### config.mk
export PLATFORM = sky130hd
export DESIGN_NAME = axis_sync_fifo
export DESIGN_NICKNAME = d
export VERILOG_FILES = /design/src/rtl/axis_sync_fifo.sv
export SDC_FILE = /design/constraint.sdc
export NUM_CORES = 1
export LEC_CHECK = 0
export CORE_MARGIN = 2
export CORE_UTILIZATION = 45
export DETAILED_ROUTE_END_ITERATION = 6
export PLACE_DENSITY_LB_ADDON = 0.25
export SLEW_MARGIN = 40
export SYNTH_ARGS = -nofsm -noshare
export SYNTH_HDL_FRONTEND = slang
export SYNTH_SLANG_ARGS = --single-unit
### constraint.sdc
create_clock -name clk -period 1.7 [get_ports clk]
set_input_delay 0.34 -clock clk [delete_from_list [all_inputs] [get_ports clk]]
set_output_delay 0.34 -clock clk [all_outputs]
set_load 0.01 [all_outputs]
### src/rtl/axis_sync_fifo.sv
// Synchronous registered-output FIFO for {tlast,tdata} beats; pointers carry one wrap bit.
module axis_sync_fifo #(
    parameter int unsigned WIDTH = 9,
    parameter int unsigned DEPTH = 16
) (
    input  logic             clk,
    input  logic             rst_n,
    input  logic             wr_valid,
    input  logic [WIDTH-1:0] wr_data,
    output logic             wr_ready_c,
    output logic             rd_valid_c,
    output logic [WIDTH-1:0] rd_data_c,
    input  logic             rd_ready
);
    localparam int unsigned AW = $clog2(DEPTH);

    logic [AW:0]      wr_ptr;
    logic [AW:0]      rd_ptr;
    logic [WIDTH-1:0] mem [DEPTH];
    logic             full;
    logic             empty;
    logic             wr_en;
    logic             rd_en;

    assign empty      = (wr_ptr == rd_ptr);
    assign full       = (wr_ptr[AW] != rd_ptr[AW]) && (wr_ptr[AW-1:0] == rd_ptr[AW-1:0]);
    assign rd_valid_c = !empty;
    assign rd_en      = rd_valid_c && rd_ready;
    // A full FIFO still accepts a write in the same cycle a word leaves.
    assign wr_ready_c = !full || rd_en;
    assign wr_en      = wr_valid && wr_ready_c;
    assign rd_data_c  = mem[rd_ptr[AW-1:0]];

    always_ff @(posedge clk or negedge rst_n) begin
        if (!rst_n) begin
            wr_ptr <= '0;
            rd_ptr <= '0;
        end else begin
            if (wr_en) wr_ptr <= wr_ptr + (AW+1)'(1);
            if (rd_en) rd_ptr <= rd_ptr + (AW+1)'(1);
        end
    end

    always_ff @(posedge clk) begin
        if (wr_en) mem[wr_ptr[AW-1:0]] <= wr_data;
    end

endmodule

==> out/results.ini, run 1 <==
[finish]
syn_to_final_growth_pct=33.03
drive_above_1_share_pct=45.95
fin_util_pct=61.99
nNetsFinal=449
fin_cells=620
antennaDiodeCount=0

[timing]
final-setup-viol-count=164
worst_slack_ns=-0.7617
slew_headroom_pct=58.16
period_needed_ns=2.462
hold_violations=0
slew_viol_final=0
worstMarginPinSlew_ns=0.6262
timing.setup.tns_ns=-74.40
hold_slack_ns=0.2968
timing.fmax_ghz=0.4062
finalClockSkew_ns=0.01323
period_share_pct=144.8
rsz0062_at_grt=true

[clock_tree]
clockBufferDepth=2
insertion_delay_ns=0.43
cts_max_level=4
cts_inserted_buffers=17
cts.sinks=154
cts_tree=done
clkSlewWorstSetupHoldPaths_ns=0.06
clockRootBuffer=clkbuf_16

[floorplan]
ios=24
die_w_um=121.6
placementRows=42
start_util_pct=46.60
coreArea_sq_um=13350
fp.dieArea_sq_um=14780
fp.dieH_um=121.6

[place]
routabilityCongestion=0.7748
detailed_place_hpwl_mm=8.508
dpl.cell_count=552
portBuffers=23

[critical_path]
worstReg2RegStart=rd_ptr[0]$_DFFE_PN0P_
crit_fanout=5
worstPathArrival_ns=2.12
setup.worst_path.start=rd_ptr[0]$_DFFE_PN0P_
endpoint_kind=output port
cp.required_ns=1.36
cp-start-kind=flop
critical_path_class=reg -> out

[global_route]
grt_usage_pct=21.16
grt_pass1_wl_mm=21.75
grt_pass1_vias=3549
grt-ovfl-total=0
grt_start_max_net_pins=22
grt_antenna_before_repair=0

[drt]
vias_per_cell=5.748
via_count=3564
wire_per_inst_um=24.41
dr.pass1.iters=5
postRouteAntennaNets=0
initialDrtViolationCount=414
routed_wl_mm=15.13
drc_errors=0

[synth]
ys_seq_elements=154
synth_edf_count=144
synth_common_cells=144 x edfxtp_1, 27 x mux2i_1, 27 x mux4_2
synth-seq-area-share_pct=73.55
synthTopCellsByArea=edfxtp_1 70%, mux4_2 9.8%, mux2i_1 4.3%
ys_warn_count=0
netlist_area_sq_um=6220
synth_ff_type=edfxtp_1
avgSynthCellArea_sq_um=19.62
yosysMostFrequentCell=edfxtp_1
synth_top_area_share_pct=69.52
synth_nets=335
async_flop_share_pct=6.494
synthCells=317
synth_area_leader_cell=edfxtp_1
synth_cell_types=33

[run_status]
outcome=finished, violations left
failed_checks=setup timing

[min_path]
holdCritPathClass=in -> async

[power]
power_density_nw_per_um2=1763
p_leak_nw=2.919
irDropWorstVdd_mv=0.7250

[job]
maxCapViolCount=0

## stage by stage
| step | total power [W] | cell area (sq um) | setup slack (ns) |
|---|---|---|---|
| after CTS | 0.01423 | 8108 | -0.8393 |
| after global placement | 0.01005 | 7223 | -0.6004 |
| final | 0.01459 | 8274 | -0.7617 |
| after global routing | 0.01516 | 8274 | -0.8126 |
| after floorplan | 0.007950 | 6370 | -0.08829 |
| after detailed placement | 0.01011 | 7223 | -0.6148 |
## cells in the final DEF (no fill, tap or decap), types with 4 or more instances in the layout
master,n
edfxtp_1,144
buf_4,43
mux4_2,27
mux2i_1,27
and3_4,23
buf_6,23
clkbuf_16,18
clkdlybuf4s50_1,12
o21ai_1,9
buf_2,9
a22oi_2,8
dfrtp_1,8
a32oi_1,7
buf_12,7
and2_4,6
ha_1,5
xor2_1,4
nand2_1,4
clkinv_4,4
## power by group
group          switching [W]  internal, W  leakage (nW)
combinational        0.00305      0.00300          1.22
clock                0.00149      0.00216         0.278
sequential          0.000256      0.00463          1.42
## layout make-up
cell class                 instances  area, sq um
clock buffer                      17        425.4
clock inverter                    15        150.1
fill                             917         5074
inverter                           4        15.01
multi-input combinational        156         1939
sequential                       154         4577
tap                              176        220.2
timing repair buffer              98        947.2
## repair_timing
item                                   4_1_cts  5_1_grt
endpoints found under the hold margin        0        0
setup endpoints to repair                  163      165
pin swaps                                   13       15
setup buffers                               11       19
gates cloned                                15        5
gates resized for setup                     74       44
hold buffers                                 0        0
## worst paths after layout
| path | cells past startpoint | end | slack, ns |
|---|---|---|---|
| max | 7 | rd_data_c[7] | -0.76 |
| min | 1 | wr_ptr[2]$_DFFE_PN0P_ | 0.30 |
| max reg2reg | 10 | mem[8][1]$_DFFE_PP_ | -0.56 |
| min reg2reg | 1 | rd_ptr[4]$_DFFE_PN0P_ | 0.59 |
| max in group asynchronous | 1 | rd_ptr[0]$_DFFE_PN0P_ | 0.98 |
| min in group clk | 1 | rd_ptr[4]$_DFFE_PN0P_ | 0.59 |
## logic make-up (layout without fill, tap and decap cells)
logic type	Yosys count	in the layout	synth area share [%]
and+or+nand+nor	34	48	3.158
adders and majority gates	5	5	1.006
muxes	56	56	14.54
AOI/OAI and AO/OA	35	35	4.104
buffers and inverters	21	134	1.830
DFF	154	154	73.55
xor gates and xnor gates	12	12	1.811
## metal layers
metal  global-route usage (%)  vias up  part of all wire (%)
met2                    33.43      143                    49
li1                         -     1550                     -
met5                        0        -                     0
met3                    4.588       22                   7.0
met1                    29.23     1849                    41
met4                    7.974        0                   2.2
## registers in the layout (all words and copies together) (netlist names)
name,count
wr_ptr,5
rd_ptr,5
mem,144
## critical path, cell delays in order (launching register included)
cell and delay (ns):
dfrtp_2 0.44, buf_6 0.14, buf_6 0.11, buf_6 0.10
mux4_2 0.47, a32oi_1 0.16, o21ai_1 0.13, buf_2 0.16
No activity file was read; power rests on OpenSTA's default activity.
==> run 2: changes to the inputs <==
==> constraint.sdc (replaced) <==
create_clock -name clk -period 2.3 [get_ports clk]
set_input_delay 0.46 -clock clk [delete_from_list [all_inputs] [get_ports clk]]
set_output_delay 0.46 -clock clk [all_outputs]
set_load 0.01 [all_outputs]
==> run 2 against run 1 <==
Against the previous run:
- the run still ends with setup timing left
- clock power fell by 26%
- utilization decreased by 1.8 points
- combinational power down 33%
- sequential power fell by 26%
- count of clock-buffer cells in the layout grew 3
- total power is 29% lower
- die area is the same
- first-iteration DRC count decreased by 24%
- worst hold slack better by 0.077 ns
- via count down 7.0%
==> out/results.ini, run 2 (synthesis gave the netlist of run 1 again) <==
[run_status]
outcome=finished, violations left
failed_checks=setup timing

[clock_tree]
insertion_delay_ns=0.41
cts_tree=done
cts_hold_buf=0
cts_inserted_buffers=17
clockRootBuffer=clkbuf_16
cts.sinks=154
clkSlewWorstSetupHoldPaths_ns=0.06
clockBufferDepth=2
cts_max_level=4

[floorplan]
placementRows=42
coreArea_sq_um=13350
start_util_pct=46.60
ios=24
fp.dieH_um=121.6
fp.dieArea_sq_um=14780
die_w_um=121.6

[critical_path]
r2r_cells=10
ff2ff_setup_slack_ns=0
critical_path_class=reg -> out
cp.required_ns=1.84
worstPathArrival_ns=2.13
slowest_stage=mux4_2
endpoint_kind=output port
crit_top_cell=buf_12
cp_num_cells=7
path_delay_family=buffers and inverters
cp-start-kind=flop
path_buf_inv=4
crit_path_max_incr_delay_ns=0.49
crit_chain=buf_12 > buf_12 > buf_6 > mux4_2 > a32oi_1 > o21ai_1 > buf_2
crit_fanout=6

[drt]
vias_per_cell=5.494
initialDrtViolationCount=313
via_count=3313
drc_errors=0
dr.pass1.iters=4
postRouteAntennaNets=0
wire_per_inst_um=22.76
routed_wl_mm=13.72

[finish]
antennaDiodeCount=0
nNetsFinal=432
mostFrequentLayoutCells=144 x edfxtp_1, 38 x buf_4, 27 x mux4_2, 27 x mux2i_1
final_common_cell=edfxtp_1
design_area_sq_um=8029
fin_util_pct=60.15
drive_above_1_share_pct=37.94
largest_reg_flops=144
syn_to_final_growth_pct=29.09
fin_cells=603

[timing]
hold_violations=0
timing.fmax_ghz=0.3859
slew_headroom_pct=55.69
slew_viol_final=0
period_needed_ns=2.591
finalClockSkew_ns=0.007322
timing.setup.tns_ns=-2.374
worstMarginPinSlew_ns=0.6625
rsz0062_at_grt=true
final-setup-viol-count=11
worst_slack_ns=-0.2914
period_share_pct=112.7
hold_slack_ns=0.3740

[power]
p_leak_nw=2.862
power_density_nw_per_um2=1293
irDropWorstVdd_mv=0.5746

[place]
detailed_place_hpwl_mm=8.590
place_area_sq_um=7182
portBuffers=23
routabilityCongestion=0.8103
dpl.cell_count=555

[global_route]
grt_start_max_net_pins=17
grt-ovfl-total=0
grt_pass1_wl_mm=21.10
grt_usage_pct=19.99
grt_antenna_before_repair=0
grt_use_met3_pct=3.886
top_usage_layer=met2
grt_pass1_vias=3423
met1_usage_pct=27.76
use_met2_pct=32.44

[min_path]
holdCritPathClass=in -> async

[job]
maxCapViolCount=0

==> run 2: changes by cell type in the layout (fill, tap and decap cells not counted), moves of 3 or more <==
| cell | previous run | this run |
|---|---|---|
| and2_4 | 6 | 0 |
| and3_4 | 23 | 9 |
| xor2_1 | 4 | 8 |
| clkbuf_1 | 0 | 3 |
| buf_4 | 43 | 38 |
| buf_6 | 23 | 13 |
| a21oi_1 | 0 | 4 |
| and3_1 | 0 | 4 |
| a22oi_2 | 8 | 1 |
| a22oi_1 | 1 | 8 |
| buf_12 | 7 | 17 |
==> run 2: final cells by class <==
type                    instances  area [sq um]
clock buffers                  20         436.7
clock inverters                12         138.9
fillers                       963          5319
inverters                       4         15.01
multi-input cells             144          1652
flip-flops and latches        154          4577
well taps                     176         220.2
repair buffers                 93         989.7
==> run 2: repair_timing <==
item | 4_1_cts | 5_1_grt
gates resized for setup | 75 | 22
pin swaps | 7 | 14
endpoints found under the setup margin | 59 | 146
buffers inserted | 14 | 1
cloned | 3 | 1
==> run 2: through the flow <==
step,worst slack (ns),total power [W]
final,-0.2914,0.01038
after global routing,-0.3732,0.01086
after CTS,-0.2867,0.01037
after detailed placement,-0.2479,0.007295
after global placement,-0.2175,0.007246
after floorplan,0.2263,0.005631
==> run 2: path summary, 6_finish.rpt <==
check,start,to
min in group clk,wr_ptr[4]$_DFFE_PN0P_,wr_ptr[4]$_DFFE_PN0P_
setup reg to reg,rd_ptr[0]$_DFFE_PN0P_,mem[1][0]$_DFFE_PP_
setup / recovery,rd_ptr[0]$_DFFE_PN0P_,rd_data_c[0]
max in group asynchronous,rst_n,rd_ptr[1]$_DFFE_PN0P_
hold reg to reg,wr_ptr[4]$_DFFE_PN0P_,wr_ptr[4]$_DFFE_PN0P_
hold / removal,rst_n,wr_ptr[0]$_DFFE_PN0P_
==> run 2: where the power goes <==
group | internal, W | leakage [nW] | switching (W)
combinational | 0.00213 | 1.16 | 0.00195
clock | 0.00161 | 0.280 | 0.00108
sequential | 0.00342 | 1.42 | 0.000180
total | 0.00717 | 2.86 | 0.00321
==> run 2: per-layer routing <==
metal | wire length (um) | vias up
met5 | 0 | -
met4 | 175 | 0
met3 | 741 | 12
met2 | 6938 | 94
met1 | 5867 | 1710
li1 | - | 1497
==> run 3: changes to the inputs <==
--- a/config.mk
+++ b/config.mk
@@ -9,7 +9,6 @@
 export CORE_UTILIZATION = 45
 export DETAILED_ROUTE_END_ITERATION = 6
 export PLACE_DENSITY_LB_ADDON = 0.25
-export SLEW_MARGIN = 40
 export SYNTH_ARGS = -nofsm -noshare
 export SYNTH_HDL_FRONTEND = slang
 export SYNTH_SLANG_ARGS = --single-unit
==> constraint.sdc (replaced) <==
create_clock -name clk -period 3.1 [get_ports clk]
set_input_delay 0.62 -clock clk [delete_from_list [all_inputs] [get_ports clk]]
set_output_delay 0.62 -clock clk [all_outputs]
set_load 0.01 [all_outputs]
==> run 3 against run 2 <==
Against the previous run:
- the flow now finishes without violations
- register-to-register slack gained 0.23 ns
- die area did not move
- cell area decreased by 5.8%
- count of clock-buffer cells in the layout down 2
- highest routed layer unchanged
- largest cell class unchanged
- clock skew increased by 0.0057 ns
- first-iteration DRC count decreased by 27%
==> out/results.ini, run 3 (synthesis gave the netlist of run 1 again) <==
[drt]
routed_wl_mm=13.30
drc_errors=0
postRouteAntennaNets=0
dr.pass1.iters=4
wire_per_inst_um=23.74
vias_per_cell=5.636
initialDrtViolationCount=229
via_count=3156

[finish]
layout.area.seq_sq_um=4577
nNetsFinal=389
fin_util_pct=56.65
antennaDiodeCount=0
multi_input_area_sq_um=1548
syn_to_final_growth_pct=21.57
largest_reg_flops=144
n_fill_cell=1041
drive_above_1_share_pct=23.96
final_common_cell=edfxtp_1
fin_cells=560
mostFrequentLayoutCells=144 x edfxtp_1, 27 x mux4_2, 27 x mux2i_1, 20 x buf_4, 19 x clkbuf_16

[clock_tree]
clkSlewWorstSetupHoldPaths_ns=0.06
cts_tree=done
cts_max_level=4
cts.sinks=154
cts_inserted_buffers=17
cts_hold_buf=0
clockBufferDepth=2
insertion_delay_ns=0.43
clockRootBuffer=clkbuf_16

[floorplan]
coreArea_sq_um=13350
fp.dieH_um=121.6
fp.dieArea_sq_um=14780
die_w_um=121.6
ios=24
placementRows=42
start_util_pct=46.60

[timing]
final-setup-viol-count=0
timing.fmax_ghz=0.3259
worstMarginPinSlew_ns=0.6226
hold_violations=0
hold_slack_ns=0.5453
period_share_pct=98.97
period_needed_ns=3.068
worst_slack_ns=0.03200
slew_viol_final=0
slew_headroom_pct=58.36
finalClockSkew_ns=0.01302

[global_route]
grt-ovfl-total=0
grt_pass1_wl_mm=19.79
grt_start_max_net_pins=36
grt_pass1_vias=3321
grt_antenna_before_repair=0
grt_usage_pct=19.22

[power]
irDropWorstVdd_mv=0.4157
p_comb_share_pct=34.4
p_switching_w=0.002230
p_leak_nw=2.701
pwr-share-clk_pct=28.8
sequentialPowerShare_pct=36.8
power_density_nw_per_um2=973.4
sw_frac_of_total_pct=30.30
intPower_w=0.005129

[place]
detailed_place_hpwl_mm=8.036
dp_slack_ns=0.2736
routabilityCongestion=0.7976
dpl.cell_count=518
portBuffers=23

[critical_path]
worstPathArrival_ns=2.45
critical_path_class=reg -> out
r2r_end=mem[12][7]$_DFFE_PP_
crit_path_max_incr_delay_ns=0.55
cp.required_ns=2.48
worstReg2RegStart=rd_ptr[0]$_DFFE_PN0P_
setup.worst_path.start=rd_ptr[0]$_DFFE_PN0P_
crit_chain=buf_12 > clkbuf_16 > mux4_2 > a32oi_1 > o21ai_0 > dlygate4sd2_1
cp-start-kind=flop
r2r_cells=8
crit_fanout=8
ff2ff_setup_slack_ns=0.23
cp-endpoint=rd_data_c[3]
endpoint_kind=output port
slowest_stage=mux4_2

[run_status]
outcome=completed

[min_path]
holdCritPathClass=in -> async

[job]
maxCapViolCount=0

run 3: cell count changes in the layout (fill, tap and decap cells not counted), sizes merged:
cell          previous run  this run
and3                    13        12
dlygate4sd2              0         1
clkinv                   6         9
bufinv                   2         4
dlymetal6s2s             0        10
buf                     81        27
a21boi                   3         2
inv                      7         4
run 3: layout make-up:
cell class / instances / area share, %
inverters: 4 / 0.1986
flip-flops and latches: 154 / 60.53
clock inverters: 14 / 2.350
repair buffers: 52 / 7.860
well taps: 176 / 2.912
multi-input cells: 142 / 20.47
clock buffers: 18 / 5.676
run 3: power by group through the flow:
stage	clock (W)	combinational [W]	sequential [W]
floorplan	0	0.00152	0.00266
global placement	0	0.00229	0.00272
detailed placement	0	0.00231	0.00273
CTS	0.00216	0.00236	0.00269
global route	0.00223	0.00272	0.00274
finish	0.00212	0.00253	0.00271
run 3: timing repair:
| action | in CTS | in global routing |
|---|---|---|
| setup endpoints to repair | 9 | 8 |
| gates resized for setup | 6 | 12 |
| pin swaps | 0 | 1 |
| gates cloned | 0 | 2 |
| buffers inserted | 1 | 7 |
run 3: per-layer routing:
metal | GRT usage [%] | part of all wire (%) | vias to the layer above | wire length [um]
met5 | 0 | 0 | - | 0
met4 | 7.471 | 2.4 | 0 | 313
met3 | 6.180 | 5.2 | 24 | 695
met2 | 30.79 | 50 | 74 | 6603
met1 | 24.65 | 43 | 1653 | 5683
li1 | - | - | 1405 | -
run 3: worst max-delay path: cells and delay by family (launching register included):
family | cells | cell delay (ns)
buffers and inverters | 3 | 0.61
AOI/OAI and AO/OA | 2 | 0.37
DFF | 1 | 0.49
muxes | 1 | 0.55
run 3: metrics by stage:
| stage | power [W] | setup TNS (ns) | area [sq um] |
|---|---|---|---|
| 6_report | 0.007360 | 0 | 7561 |
| 5_1_grt | 0.007682 | -0.02591 | 7561 |
| 4_1_cts | 0.007212 | 0 | 7386 |
| 3_5_place_dp | 0.005040 | 0 | 6754 |
| 3_3_place_gp | 0.005008 | 0 | 6754 |
| 2_1_floorplan | 0.004178 | 0 | 6220 |
run 3: how the worst min path moves through the flow:
stage | to | slack [ns] | cells past startpoint
after floorplan | rd_ptr[0]$_DFFE_PN0P_ | 0.32 | 0
after global placement | wr_ptr[4]$_DFFE_PN0P_ | 0.53 | 1
after detailed placement | wr_ptr[4]$_DFFE_PN0P_ | 0.54 | 1
after CTS | wr_ptr[0]$_DFFE_PN0P_ | 0.54 | 1
after global routing | wr_ptr[0]$_DFFE_PN0P_ | 0.57 | 1
final | wr_ptr[0]$_DFFE_PN0P_ | 0.55 | 1
